===== config.mk =====
export PLATFORM = sky130hd
export DESIGN_NAME = sme_host_driver
export DESIGN_NICKNAME = d
export VERILOG_FILES = /design/src/rtl/sme_pkg.sv /design/src/rtl/sme_char_buf.sv /design/src/rtl/sme_host_driver.sv
export SDC_FILE = /design/constraint.sdc
export NUM_CORES = 1
export LEC_CHECK = 0
export BUFFER_PORTS_ARGS = -buffer_cell sky130_fd_sc_hd__buf_2
export CAP_MARGIN = 0
export CORE_MARGIN = 2
export CORE_UTILIZATION = 50
export DETAILED_ROUTE_END_ITERATION = 16
export PLACE_DENSITY_LB_ADDON = 0.2
export REMOVE_ABC_BUFFERS = 1
export SYNTH_ARGS = -nofsm -noshare
export SYNTH_HDL_FRONTEND = slang
export SYNTH_SLANG_ARGS = --single-unit

===== constraint.sdc =====
create_clock -name clk -period 3.12 [get_ports clk]
set_input_delay 0.156 -clock clk [delete_from_list [all_inputs] [get_ports clk]]
set_output_delay 0.156 -clock clk [all_outputs]
set_load 0.05 [all_outputs]

===== src/rtl/sme_pkg.sv =====
// Shared definitions for the string-matching-engine host side: FSM states,
// default buffer depths and the wildcard character.
package sme_pkg;

    typedef enum logic [2:0] {
        IDLE,
        SEND_S,
        SEND_P,
        WAIT,
        REPORT
    } sme_state_e;

    localparam int STR_MAX_D = 32;
    localparam int PAT_MAX_D = 8;

    localparam logic [7:0] CH_DOT = 8'h2E;

endpackage


===== src/rtl/sme_char_buf.sv =====
// Character buffer: register array filled in order by a write counter,
// read combinationally at an arbitrary index.
module sme_char_buf #(
    parameter int DEPTH = 8,
    parameter int CW    = $clog2(DEPTH + 1),
    parameter int IW    = (DEPTH > 1) ? $clog2(DEPTH) : 1
) (
    input  logic          clk,
    input  logic          reset,
    input  logic          wr_en,
    input  logic [7:0]    wr_data,
    input  logic          clr,
    input  logic [IW-1:0] rd_idx,
    output logic [7:0]    rd_data,
    output logic [CW-1:0] cnt,
    output logic          full
);

    logic [7:0]    mem_q [DEPTH];
    logic [CW-1:0] cnt_q;
    logic [CW-1:0] cnt_d;
    logic          wr_ok;

    assign full  = (cnt_q == CW'(DEPTH));
    assign wr_ok = wr_en && !clr && !full;

    always_comb begin
        cnt_d = cnt_q;
        if (clr) begin
            cnt_d = '0;
        end else if (wr_ok) begin
            cnt_d = cnt_q + CW'(1);
        end
    end

    always_ff @(posedge clk or posedge reset) begin
        if (reset) begin
            cnt_q <= '0;
        end else begin
            cnt_q <= cnt_d;
        end
    end

    // Contents are don't-care after reset; only the count matters.
    always_ff @(posedge clk) begin
        if (wr_ok) begin
            mem_q[cnt_q[IW-1:0]] <= wr_data;
        end
    end

    assign rd_data = mem_q[rd_idx];
    assign cnt     = cnt_q;

endmodule


===== src/rtl/sme_host_driver.sv =====
// Host-side driver for the matching engine: buffers a string and a pattern,
// streams them on start, then waits (with watchdog) for the engine result.
module sme_host_driver
    import sme_pkg::*;
#(
    parameter int STR_MAX = STR_MAX_D,
    parameter int PAT_MAX = PAT_MAX_D,
    parameter int TIMEOUT = 255
) (
    input  logic       clk,
    input  logic       reset,
    input  logic       wr_en,
    input  logic       wr_sel,
    input  logic [7:0] wr_data,
    input  logic       clr,
    input  logic       start,
    input  logic       keep_string,
    output logic       busy,
    output logic [7:0] chardata,
    output logic       isstring,
    output logic       ispattern,
    input  logic       valid,
    input  logic       match,
    input  logic [4:0] match_index,
    output logic       res_valid,
    output logic       res_match,
    output logic [4:0] res_index,
    output logic       res_timeout,
    output logic       err_overflow
);

    localparam int SCW = $clog2(STR_MAX + 1);
    localparam int PCW = $clog2(PAT_MAX + 1);
    localparam int SIW = $clog2(STR_MAX);
    localparam int PIW = $clog2(PAT_MAX);
    localparam int WDW = $clog2(TIMEOUT + 1);

    sme_state_e     state_q, state_d;
    logic [SIW-1:0] idx_q, idx_d;
    logic [WDW-1:0] wd_q, wd_d;
    logic           str_sent_q, str_sent_d;
    logic           err_overflow_q, err_overflow_d;
    logic           busy_q, busy_d;
    logic           isstring_q, isstring_d;
    logic           ispattern_q, ispattern_d;
    logic [7:0]     chardata_q, chardata_d;
    logic           res_valid_q, res_valid_d;
    logic           res_match_q, res_match_d;
    logic [4:0]     res_index_q, res_index_d;
    logic           res_timeout_q, res_timeout_d;

    logic           idle, clr_eff, sel_full, wr_ok, wr_drop, start_ok;
    logic           s_last, p_last;
    logic [SCW-1:0] s_cnt;
    logic [PCW-1:0] p_cnt;
    logic           s_full, p_full;
    logic [7:0]     s_rd, p_rd;

    assign idle     = (state_q == IDLE);
    assign clr_eff  = clr && idle;
    assign sel_full = wr_sel ? p_full : s_full;
    assign wr_ok    = wr_en && idle && !clr_eff && !sel_full;
    assign wr_drop  = wr_en && !clr_eff && (!idle || sel_full);

    assign start_ok = idle && start && (p_cnt != '0)
                      && ((s_cnt != '0) || (keep_string && str_sent_q));

    assign s_last = (32'(idx_q) + 32'd1 == 32'(s_cnt));
    assign p_last = (32'(idx_q) + 32'd1 == 32'(p_cnt));

    sme_char_buf #(.DEPTH(STR_MAX)) u_str_buf (
        .clk     (clk),
        .reset   (reset),
        .wr_en   (wr_ok && !wr_sel),
        .wr_data (wr_data),
        .clr     (clr_eff),
        .rd_idx  (idx_d),
        .rd_data (s_rd),
        .cnt     (s_cnt),
        .full    (s_full)
    );

    sme_char_buf #(.DEPTH(PAT_MAX)) u_pat_buf (
        .clk     (clk),
        .reset   (reset),
        .wr_en   (wr_ok && wr_sel),
        .wr_data (wr_data),
        .clr     (clr_eff),
        .rd_idx  (idx_d[PIW-1:0]),
        .rd_data (p_rd),
        .cnt     (p_cnt),
        .full    (p_full)
    );

    always_ff @(posedge clk or posedge reset) begin
        if (reset) begin
            state_q        <= IDLE;
            idx_q          <= '0;
            wd_q           <= '0;
            str_sent_q     <= 1'b0;
            err_overflow_q <= 1'b0;
            busy_q         <= 1'b0;
            isstring_q     <= 1'b0;
            ispattern_q    <= 1'b0;
            chardata_q     <= '0;
            res_valid_q    <= 1'b0;
            res_match_q    <= 1'b0;
            res_index_q    <= '0;
            res_timeout_q  <= 1'b0;
        end else begin
            state_q        <= state_d;
            idx_q          <= idx_d;
            wd_q           <= wd_d;
            str_sent_q     <= str_sent_d;
            err_overflow_q <= err_overflow_d;
            busy_q         <= busy_d;
            isstring_q     <= isstring_d;
            ispattern_q    <= ispattern_d;
            chardata_q     <= chardata_d;
            res_valid_q    <= res_valid_d;
            res_match_q    <= res_match_d;
            res_index_q    <= res_index_d;
            res_timeout_q  <= res_timeout_d;
        end
    end

    always_comb begin
        state_d        = state_q;
        idx_d          = idx_q;
        wd_d           = wd_q;
        str_sent_d     = clr_eff ? 1'b0 : str_sent_q;
        err_overflow_d = clr_eff ? 1'b0 : (err_overflow_q || wr_drop);
        case (state_q)
            IDLE: begin
                if (start_ok) begin
                    idx_d   = '0;
                    state_d = keep_string ? SEND_P : SEND_S;
                end
            end
            SEND_S: begin
                if (s_last) begin
                    idx_d      = '0;
                    state_d    = SEND_P;
                    str_sent_d = 1'b1;
                end else begin
                    idx_d = idx_q + SIW'(1);
                end
            end
            SEND_P: begin
                if (p_last) begin
                    wd_d    = '0;
                    state_d = WAIT;
                end else begin
                    idx_d = idx_q + SIW'(1);
                end
            end
            WAIT: begin
                // wd_q holds the number of WAIT cycles already elapsed
                if (valid || (wd_q == WDW'(TIMEOUT))) begin
                    state_d = REPORT;
                end else begin
                    wd_d = wd_q + WDW'(1);
                end
            end
            REPORT:  state_d = IDLE;
            default: state_d = IDLE;
        endcase
    end

    // Outputs are decoded from the next state so they appear registered.
    always_comb begin
        busy_d        = (state_d != IDLE);
        isstring_d    = 1'b0;
        ispattern_d   = 1'b0;
        chardata_d    = '0;
        res_valid_d   = 1'b0;
        res_match_d   = res_match_q;
        res_index_d   = res_index_q;
        res_timeout_d = res_timeout_q;
        case (state_d)
            SEND_S: begin
                isstring_d = 1'b1;
                chardata_d = s_rd;
            end
            SEND_P: begin
                ispattern_d = 1'b1;
                chardata_d  = p_rd;
            end
            default: ;
        endcase
        if (state_q == WAIT && state_d == REPORT) begin
            res_valid_d   = 1'b1;
            res_match_d   = valid ? match : 1'b0;
            res_index_d   = valid ? match_index : '0;
            res_timeout_d = !valid;
        end
    end

    assign busy         = busy_q;
    assign isstring     = isstring_q;
    assign ispattern    = ispattern_q;
    assign chardata     = chardata_q;
    assign res_valid    = res_valid_q;
    assign res_match    = res_match_q;
    assign res_index    = res_index_q;
    assign res_timeout  = res_timeout_q;
    assign err_overflow = err_overflow_q;

endmodule


Word-level counts from Yosys, hierarchy flattened:

Memories as Yosys holds them, arrays and structs flattened.
Index checks and enable logic that the tools add are counted.

* bits in registers: 47
* latch bits: 0
* RAM bits: 320
* memory bits (read-only): 0
* input port bits: 22
* output and inout bits: 20
* word-level logic and storage cells: 103
* memories: 2

Memory list
* u_str_buf.mem_q: depth 32, width 8, read ports 1, clocked after Yosys merged registers in 0, write ports 1, line sme_char_buf.sv:19 `logic [7:0] mem_q [DEPTH];`
* u_pat_buf.mem_q: depth 8, width 8, read ports 1, clocked after Yosys merged registers in 0, write ports 1, line sme_char_buf.sv:19

* add/sub/neg operators: 5
* multiply operators: 0
* divide/modulo/power cells: 0
* order comparisons: 0
* equal/unequal tests: 13
* shift operators: 0
* multiplexer cells: 32
* bitwise gates (word level): 0
* reductions and logical operators: 36

Operators with widths (number)
* $eq A32 B6 Y1: 1
* $pmux W8 S2: 2
* $mux W5: 4
* $logic_and A1 B1 Y1: 17
* $mux W8: 2
* $pmux W5 S3: 1
* $mux W1: 13
* $mux W3: 4
* $mux W6: 2
* $pmux W3 S4: 1
* $eq A3 B2 Y1 const B: 3
* $add A8 B1 Y8 const B: 1
* $eq A8 B8 Y1 const B: 1
* $mux W4: 2
* $logic_not A1 Y1: 7
* $add A5 B1 Y6 const B: 1
* $add A6 B1 Y6 const B: 1
* $eq A3 B1 Y1 const B: 2
* $eq A6 B4 Y1: 1
* $eq A6 B6 Y1 const B: 1
* $reduce_bool A2 Y1: 3
* $reduce_bool A6 Y1: 1
* $add A5 B1 Y5 const B: 1
* $add A4 B1 Y4 const B: 1
* 9 further kinds: 13

Longest topological paths before layout:

Gate-level depths: netlist of the first run.

* word-level depth: 10
* depth in mapped cells: 16
* depth with buffers taken out: 13

Modules after synthesis:

From an unflattened synthesis of the first run, not the netlist that was laid out.

* cells, all modules: 783
* area, all modules: 15054.4 µm²

By module, submodules not included
* sme_char_buf (u_str_buf): times used 1, cells each 447, area each 10238.6 µm², seq. area each 7837.5 µm²
* sme_char_buf (u_pat_buf): times used 1, cells each 130, area each 2763.9 µm², seq. area each 2021.9 µm²
* sme_host_driver: times used 1, cells each 206, area each 2052.0 µm², seq. area each 925.9 µm²

Worst setup path after synthesis of the first run:

OpenSTA, ideal clock, no wires.

* path type: reg-to-reg
* start point: register idx_q[0]
* end point: register chardata_q[0], in the netlist chardata[0]
* setup time: 0.138 ns
* arrival: 3.128 ns
* required time: 2.982 ns
* setup slack: -0.146 ns
* stages on the path, launching flop included: 15
* buffers on the path: 2
* clock period less this slack: 3.266 ns
* cell sequence: dfrtp_1 ha_1 and3_1 a21oi_1 or4_1 buf_2 a21oi_2 nor2b_1 or4_1 buf_2 clkinv_2 nor3_2 a32o_1 a221oi_1 nand4_1

* word-level cells in the longest chain between the ends: 6
* elaborated cells on any way between the ends: 16
* classes of those cells: add/sub (2); eq/ne (4); mux (8); memory (2)

RTL lines
* start, declared: line sme_host_driver.sv:39 `logic [SIW-1:0] idx_q, idx_d;`
* start signal, assigned: line sme_host_driver.sv:112 `idx_q <= idx_d;`
* $add A5 B1 Y6: line sme_host_driver.sv:68, sme_host_driver.sv:69
* $eq A32 B6 Y1 or $eq A6 B4 Y1 (tied branches): line sme_host_driver.sv:68, sme_host_driver.sv:69
* $mux W5 (tied with other cells): line sme_host_driver.sv:141 `if (s_last) begin`
* $pmux W5 S3 or $pmux W3 S4 (tied branches): line sme_host_driver.sv:133 `case (state_q)`
* $mem_v2 Z32 W8 (tied with other cells)
* $pmux W8 S2 (*): line sme_host_driver.sv:180 `case (state_d)`
* named net chardata_d[0]: line sme_host_driver.sv:46 `logic [7:0] chardata_q, chardata_d;`
* end signal, assigned: line sme_host_driver.sv:119 `chardata_q <= chardata_d;`
* end, declared: line sme_host_driver.sv:46

The timed path passes the listed nets; every way through them passes the cells marked *.
A chain may end at the register's enable or synchronous reset.

Final worst setup path of the first run:

Same ends and word-level chain as after synthesis.

==> reports/results.ini, run 1 <==
[outcome]
status = finished with violations
violations = setup timing

[worst_setup_path]
worst_ep_arrival_time_ns = 3.87
worst_setup_path_start_kind = register
end_kind = register
critical_path_class = register to register
required_ns = 3.51
critical_path.max_fanout = 8

[routing]
wirelength_um = 40200
drtIter0Drc = 1016
drc = 0
vias = 10200
wl_per_cell_um = 22.8
ant_nets = 0
via_per_inst = 5.80
dr.pass1.iters = 5

[hold_path]
min_path_type = input pin to register

[pwr]
total_leakage_power_nw = 7.12
max-vdd-ir-drop_mv = 0.569
power_density_nw_per_um2 = 978

[clock_tree]
cts_tree = built
clk_latency_ns = 0.53
htreeDepth = 2
clockBufferDepth = 3
clk_pin_slew_ns = 0.06
numCtsBuffers = 38
clock-sinks = 367
cts-root-buf = clkbuf_16

[timing]
relSlewSlack_pct = 36.9
min_period_over_period_pct = 112
fin_crit_ns = 3.49
hold_violations = 0
final.setup_skew_ns = 0.0223
slew_violations = 0
setup_viol = 8
fin_hold_ws_ns = 0.0349
max_freq_mhz = 287
rsz0062_at_grt = yes
layout_setup_ws_ns = -0.366
worstMarginPinSlew_ns = 0.946

[die]
die-area_um2 = 31800
num_rows = 63
coreArea_um2 = 29800
start_util_pct = 51.0
die_w_um = 178
ios = 42
fp.dieH_um = 178

[global_routing]
antenna_found_initial = 0
grt_max_degree = 43
grt_use_total_pct = 25.9
grt_pass1_wl_um = 60800
grt_pass1_vias = 10100
overflow = 0

[yosys]
ys_seq_elements = 367
synth-seq-area-share_pct = 71.0
yosysUniqueCellTypes = 61
postSynth.asyncResetShare_pct = 12.8
synth_top_family_by_area = simple AND/OR/NAND/NOR gates
syn_avg_cell_area_um2 = 13.5
yosys.area_share.adder_pct = 0.659
synth-simple-area-share_pct = 12.1
ys.warnings.count = 0
synth_enable_flop_cells = 320
ys.flop_type = edfxtp_1
synth_xor_xnor_area_share_pct = 1.38
syn_area_um2 = 15200
synth_compound_gate_area_share_pct = 7.72
muxShareOfSynthArea_pct = 4.70
syn-instance-count = 1127

[placed_design]
hpwl_um = 25100
gp_congestion = 0.880
port_buffers = 41

[layout]
final_cell_mix = 320 x edfxtp_1, 198 x nand2_1, 160 x buf_4
diodes = 0
drive_gt1_share_pct = 25.7
fin_util_pct = 63.9
layout.nets = 1378
syn2layout_area_growth_pct = 25.4
fillers = 2202
layout_commonest_cell = edfxtp_1

[run]
maxCapViolCount = 0

## path summary, 6_finish.rpt
kind                         startpoint           end  slack (ns)  depth (start not counted)
setup / recovery               idx_q[0]   chardata[0]       -0.37                         14
hold / removal                   wr_sel  err_overflow        0.03                          5
setup reg to reg               idx_q[0]   chardata[0]       -0.37                         14
hold reg to reg            err_overflow  err_overflow        0.50                          2
max in group asynchronous         reset          busy        2.02                          4
min in group asynchronous         reset     res_valid        0.34                          3
## synth_stat cells, drive strengths merged (12+ instances only)
master | number | area share [%]
edfxtp | 320 | 63
nand2 | 202 | 5.0
nor2 | 72 | 1.8
mux2i | 69 | 4.5
nand3 | 52 | 1.7
dfrtp | 47 | 7.7
a21oi | 40 | 1.3
a22oi | 36 | 1.8
buf | 36 | 1.3
clkbuf | 29 | 0.72
and3 | 24 | 0.99
o21ai | 22 | 0.73
a31oi | 18 | 0.74
a221oi | 14 | 0.81
inv | 14 | 0.35
nor3 | 12 | 0.49
xnor2 | 12 | 0.74
## final cells by class
| cell class | count | area, um2 | share of cell area (%) |
|---|---|---|---|
| sequential | 367 | 10800 | 56.6 |
| multi-input combinational | 679 | 4480 | 23.5 |
| timing repair buffer | 244 | 1990 | 10.5 |
| clock buffer | 57 | 1090 | 5.70 |
| tap | 390 | 488 | 2.56 |
| clock inverter | 11 | 100 | 0.526 |
| inverter | 16 | 96.3 | 0.506 |
| timing repair inverter | 2 | 20.0 | 0.105 |
## kinds of logic after synthesis
family                     Yosys count
AOI/OAI and AO/OA                  169
buffers and inverters               81
adders and majority gates            8
and+or+nand+nor                    408
muxes                               71
xor gates and xnor gates            23
DFF                                367
## timing repair
item / 4_1_cts / 5_1_grt
cloned: 2 / 1
setup buffers: 13 / 3
endpoints found under the hold margin: 39 / 0
pin swaps: 24 / 29
endpoints found under the setup margin: 8 / 8
resized for setup: 64 / 51
hold buffers: 16 / 0
## critical path: stages (launching register included)
cell and delay, ns:
dfrtp_1 0.42, ha_4 0.22, xnor2_4 0.13, xnor2_1 0.14, or4_4 0.52, and4_4 0.20, a211oi_4 0.33, bufinv_16 0.25
buf_16 0.15, buf_6 0.12, buf_4 0.14, nand2_1 0.08, a22oi_2 0.09, a221oi_4 0.40, nand4_1 0.13
## where the power goes
group / internal [mW] / total [mW] / switching, mW
clock network: 2.57 / 4.36 / 1.79
registers: 5.53 / 5.68 / 0.150
logic: 3.66 / 8.59 / 4.93
## state kept, by name, summed over array words and instances (netlist names)
name and count:
res_index 5, state_q 3, isstring 1, busy 1
chardata 8, u_pat_buf.mem_q 64, u_str_buf.cnt 6, u_pat_buf.cnt 4
str_sent_q 1, err_overflow 1, res_match 1, idx_q 5
wd_q 8, ispattern 1, res_timeout 1, u_str_buf.mem_q 256
res_valid 1
## metal layers
layer / track usage, % / up-vias / wire (um)
met1: 36.1 / 5094 / 17100
met4: 8.33 / 0 / 1190
met2: 41.7 / 397 / 19200
met5: 0 / - / 0
met3: 4.37 / 85 / 2700
li1: - / 4663 / -
## metrics by stage
step	std cells	power (mW)	TNS, ns	instance area [um2]	setup WS (ns)
global placement	1667	12.9	-4.03	17000	-0.629
floorplan	1062	9.42	-51.57	14900	-5.74
global route	1766	19.4	-3.43	19000	-0.468
CTS	1763	18.1	-1.74	18800	-0.247
detailed placement	1667	13.0	-4.64	17000	-0.694
finish	1766	18.6	-2.61	19000	-0.366
Note: power is estimated with default switching activity, not from simulation.
==> run 2: changes to the inputs <==
- CORE_ASPECT_RATIO: not set -> 0.7
- CTS_CLUSTER_SIZE: not set -> 25
==> reports/results.ini, run 2 (synthesis gave the netlist of run 1 again) <==
[outcome]
status = finished with violations
violations = setup timing

[layout]
syn2layout_area_growth_pct = 24.7
drive_gt1_share_pct = 25.1
diodes = 0
layout_commonest_cell = edfxtp_1
largest_reg_flops = 256
fillers = 2299
final_cell_mix = 320 x edfxtp_1, 201 x nand2_1, 162 x buf_4
layout.nets = 1378

[clock_tree]
clock-sinks = 367
cts-root-buf = clkbuf_16
clk_pin_slew_ns = 0.07
numCtsBuffers = 36
cts_tree = built
clockBufferDepth = 3
clk_latency_ns = 0.53
htreeDepth = 2

[worst_setup_path]
end_kind = register
critical-path-top-delay-family = compound AO/OA/AOI/OAI gates
cpMaxStageDelayCell = or4_4
path_cells = buf_4, and3_4, xnor2_1, or4_4, and4_4, a211oi_4, buf_4, buf_12, a21oi_1, a22oi_1, a221oi_2, nand4_1
slowest_delay_ns = 0.54
crit_buf_inv = 3
critical_path_class = register to register
critical_path.max_fanout = 41
worst_setup_path_start_kind = register
required_ns = 3.58
path_common_cell = buf_4
worst_ep_arrival_time_ns = 3.83

[die]
start_util_pct = 50.7
fp.dieH_um = 150
die_w_um = 212
ios = 42
die-area_um2 = 31800
coreArea_um2 = 30000
num_rows = 53

[timing]
min_period_over_period_pct = 108
rsz0062_at_grt = yes
fin_hold_ws_ns = 0.0508
hold_violations = 0
layout_setup_ws_ns = -0.252
setup_viol = 8
relSlewSlack_pct = 23.1
fin_crit_ns = 3.37
slew_violations = 0
worstMarginPinSlew_ns = 1.15
max_freq_mhz = 297
final.setup_skew_ns = 0.0182

[placed_design]
hpwl_um = 25700
gp_congestion = 0.915
port_buffers = 41

[routing]
dr.pass1.iters = 5
wirelength_um = 40700
wl_per_cell_um = 22.8
vias = 10300
drc = 0
ant_nets = 0
via_per_inst = 5.75
drtIter0Drc = 1240

[pwr]
power_mw = 18.4
power_density_nw_per_um2 = 972
max-vdd-ir-drop_mv = 0.636
total_leakage_power_nw = 7.13

[hold_path]
min_path_type = input pin to register

[run]
maxCapViolCount = 0

[global_routing]
grt_use_total_pct = 26.2
grt_max_degree = 48
grt_pass1_wl_um = 60800
overflow = 0
grt_pass1_vias = 9944
antenna_found_initial = 1

## run 2: cell types whose count changed in the layout (fill, tap and decap cells not counted), moves of 4 or more
| cell | change |
|---|---|
| nand3_2 | -5 |
| clkinv_2 | +6 |
| a221oi_2 | +6 |
| clkbuf_1 | -7 |
| nand2_2 | -4 |
| mux2i_1 | +5 |
| buf_6 | -5 |
| mux2i_4 | -4 |
| a221oi_4 | -5 |
| nand3_1 | +5 |
## run 2: worst reg2reg max path, delay by kind of cell (launching register included)
family,cells,cell delay [ns]
buf+inv,3,0.66
flops,1,0.41
simple gates,4,1.03
compound gates,4,1.08
xor+xnor,1,0.12
## run 2: final timing paths
path	depth (start not counted)	startpoint	endpoint	slack [ns]
min	5	wr_sel	err_overflow	0.05
min reg2reg	2	res_match	res_match	0.50
max reg2reg	12	idx_q[1]	chardata[6]	-0.25
max in group asynchronous	3	reset	chardata[4]	1.93
min in group asynchronous	3	reset	res_match	0.48
max	12	idx_q[1]	chardata[6]	-0.25
## run 2: cell type report
class | count | area [um2] | share of cell area, %
clock buffers | 48 | 987 | 5.21
clock inverters | 16 | 150 | 0.793
inverters | 16 | 88.8 | 0.469
multi-input cells | 679 | 4320 | 22.8
flip-flops and latches | 367 | 10800 | 56.9
well taps | 412 | 515 | 2.72
repair buffers | 246 | 2070 | 11.0
repair inverters | 2 | 20.0 | 0.106
## run 2: timing repair
action                                  CTS  global route
hold endpoints to repair                 56             0
buffers inserted                          8             2
pin swaps                                12             9
gates resized for setup                  52            28
endpoints found under the setup margin    8             8
cloned                                    3             2
hold buffers                             16             0
## run 2: through the flow
stage | TNS [ns] | cell area, um2 | instances | utilization, % | setup slack, ns
2_1_floorplan | -51.57 | 14900 | 1062 | - | -5.74
3_3_place_gp | -3.62 | 17100 | 1691 | 57.1 | -0.513
3_5_place_dp | -4.12 | 17100 | 1691 | 57.1 | -0.575
4_1_cts | -1.23 | 18700 | 1782 | 62.5 | -0.177
5_1_grt | -2.36 | 18900 | 1786 | 63.2 | -0.326
6_report | -1.49 | 18900 | 1786 | 63.2 | -0.252
## run 2: per-layer routing
metal	vias up	wire [um]	GRT usage, %	part of all wire [%]
li1	4663	-	-	-
met4	0	860	6.78	2.1
met1	5119	18600	39.7	46
met2	437	17300	37.5	42
met5	-	0	0	0
met3	59	3960	7.05	9.7
## run 2: power by group
group / total [mW] / switching, mW / internal, mW
registers: 5.66 / 0.140 / 5.52
clock network: 4.26 / 1.79 / 2.47
logic: 8.49 / 4.88 / 3.61
total: 18.4 / 6.81 / 11.6
==> run 3: changes to the inputs <==
--- a/config.mk
+++ b/config.mk
@@ -14,3 +14,3 @@
 export DETAILED_ROUTE_END_ITERATION = 16
-export PLACE_DENSITY_LB_ADDON = 0.2
+export PLACE_DENSITY_LB_ADDON = 0.08
 export REMOVE_ABC_BUFFERS = 1
--- a/constraint.sdc
+++ b/constraint.sdc
@@ -3,2 +3,2 @@
 set_output_delay 0.156 -clock clk [all_outputs]
-set_load 0.05 [all_outputs]
+set_load 0.01 [all_outputs]
==> reports/results.ini, run 3 (synthesis gave the netlist of run 1 again) <==
[routing]
drtIter0Drc = 937
wl_per_cell_um = 22.6
drc = 0
ant_nets = 0
vias = 10300
wirelength_um = 41000
via_per_inst = 5.66
dr.pass1.iters = 7

[timing]
final.setup_skew_ns = 0.0276
relSlewSlack_pct = 24.7
hold_violations = 0
setup_viol = 8
rsz0062_at_grt = yes
max_freq_mhz = 297
fin_hold_ws_ns = 0.0889
slew_violations = 0
worstMarginPinSlew_ns = 1.13
fin_crit_ns = 3.36
tns_ns = -1.66
layout_setup_ws_ns = -0.243
min_period_over_period_pct = 108

[layout]
diodes = 0
design_area_um2 = 19500
syn2layout_area_growth_pct = 28.6
layout_commonest_cell = edfxtp_1
drive_gt1_share_pct = 29.4
largest_reg_flops = 256
fin_util_pct = 65.2
final_cell_mix = 320 x edfxtp_1, 199 x nand2_1, 175 x buf_4
final_cell_count_no_fill = 1812
layout.nets = 1403

[worst_setup_path]
path_cells = ha_4, and3_4, a21oi_2, or4_4, and4_4, a211oi_4, bufinv_16, buf_12, buf_6, buf_6, mux2i_2, a22oi_2, a32oi_2, nand4_1
path_common_cell = buf_6
end_kind = register
worstReg2RegStart = idx_q[0]
worst_setup_path_start_kind = register
crit_start = idx_q[0]
worst_ep_arrival_time_ns = 3.76
cpMaxStageDelayCell = or4_4
required_ns = 3.52
critical_path_class = register to register
r2r_slack_ns = -0.24
slowest_delay_ns = 0.57
critical_path.max_fanout = 7

[pwr]
power_density_nw_per_um2 = 988
total_leakage_power_nw = 7.36
power_mw = 19.3
max-vdd-ir-drop_mv = 0.609

[run]
maxCapViolCount = 0

[outcome]
status = finished with violations
violations = setup timing

[global_routing]
grt_use_total_pct = 26.1
grt_pass1_wl_um = 60500
grt_max_degree = 59
antenna_found_initial = 1
grt_pass1_vias = 9667
overflow = 0

[die]
coreArea_um2 = 30000
ios = 42
die_w_um = 212
num_rows = 53
fp.dieH_um = 150
start_util_pct = 50.7
die-area_um2 = 31800

[clock_tree]
cts_tree = built
numCtsBuffers = 37
clockBufferDepth = 3
clock-sinks = 367
htreeDepth = 2
clk_pin_slew_ns = 0.06
clk_latency_ns = 0.54
cts-root-buf = clkbuf_16

[placed_design]
hpwl_um = 25400
dp.cells = 1709
place_ws_ns = -0.615
dpl-instance-area_um2 = 17200
port_buffers = 41
gp_congestion = 0.859

[hold_path]
min_path_type = input pin to register
min_from = wr_sel

==> run 3: cell count changes in the layout (fill, tap and decap cells not counted), sizes merged <==
cell and change:
buf +24, clkbuf +7, clkinv -6, inv +3
bufbuf -1, clkinvlp -1
==> run 3: worst paths after layout <==
check | to | cells after the start
worst max-delay path | chardata[6] | 14
worst min-delay path | err_overflow | 5
worst max register to register | chardata[6] | 14
worst min register to register | res_index[2] | 2
max in group asynchronous | u_pat_buf.cnt[1] | 3
min in group asynchronous | res_timeout | 3
==> run 3: metal layers <==
layer	GRT usage, %	up-vias	part of all wire, %
li1	-	4710	-
met1	41.0	5126	47
met2	36.4	362	42
met3	5.50	56	7.9
met4	7.90	0	2.5
met5	0	-	0
==> run 3: timing repair <==
| action | in CTS | in global routing |
|---|---|---|
| hold buffers | 16 | 0 |
| endpoints found under the hold margin | 56 | 0 |
| endpoints found under the setup margin | 8 | 8 |
| resized for setup | 101 | 54 |
| pin swaps | 40 | 38 |
| buffers inserted | 15 | 6 |
| gates cloned | 4 | 3 |
==> run 3: power breakdown <==
part / total, mW / internal [mW] / switching [mW]
clock network: 4.44 / 2.62 / 1.81
logic: 9.20 / 4.17 / 5.03
registers: 5.65 / 5.53 / 0.130
==> run 3: critical path, delay by kind of cell (launching register included) <==
kind,cells,cell delay (ns)
simple gates,4,1.06
compound gates,4,0.71
buf+inv,4,0.65
flops,1,0.41
fa+ha+maj,1,0.20
mux,1,0.20
==> run 3: final cells by class <==
type	count	area, um2
timing repair inverter	3	36.3
tap	412	515
sequential	367	10800
clock inverter	11	133
clock buffer	55	1070
multi-input combinational	679	4600
fill	2220	10400
inverter	16	96.3
timing repair buffer	269	2300
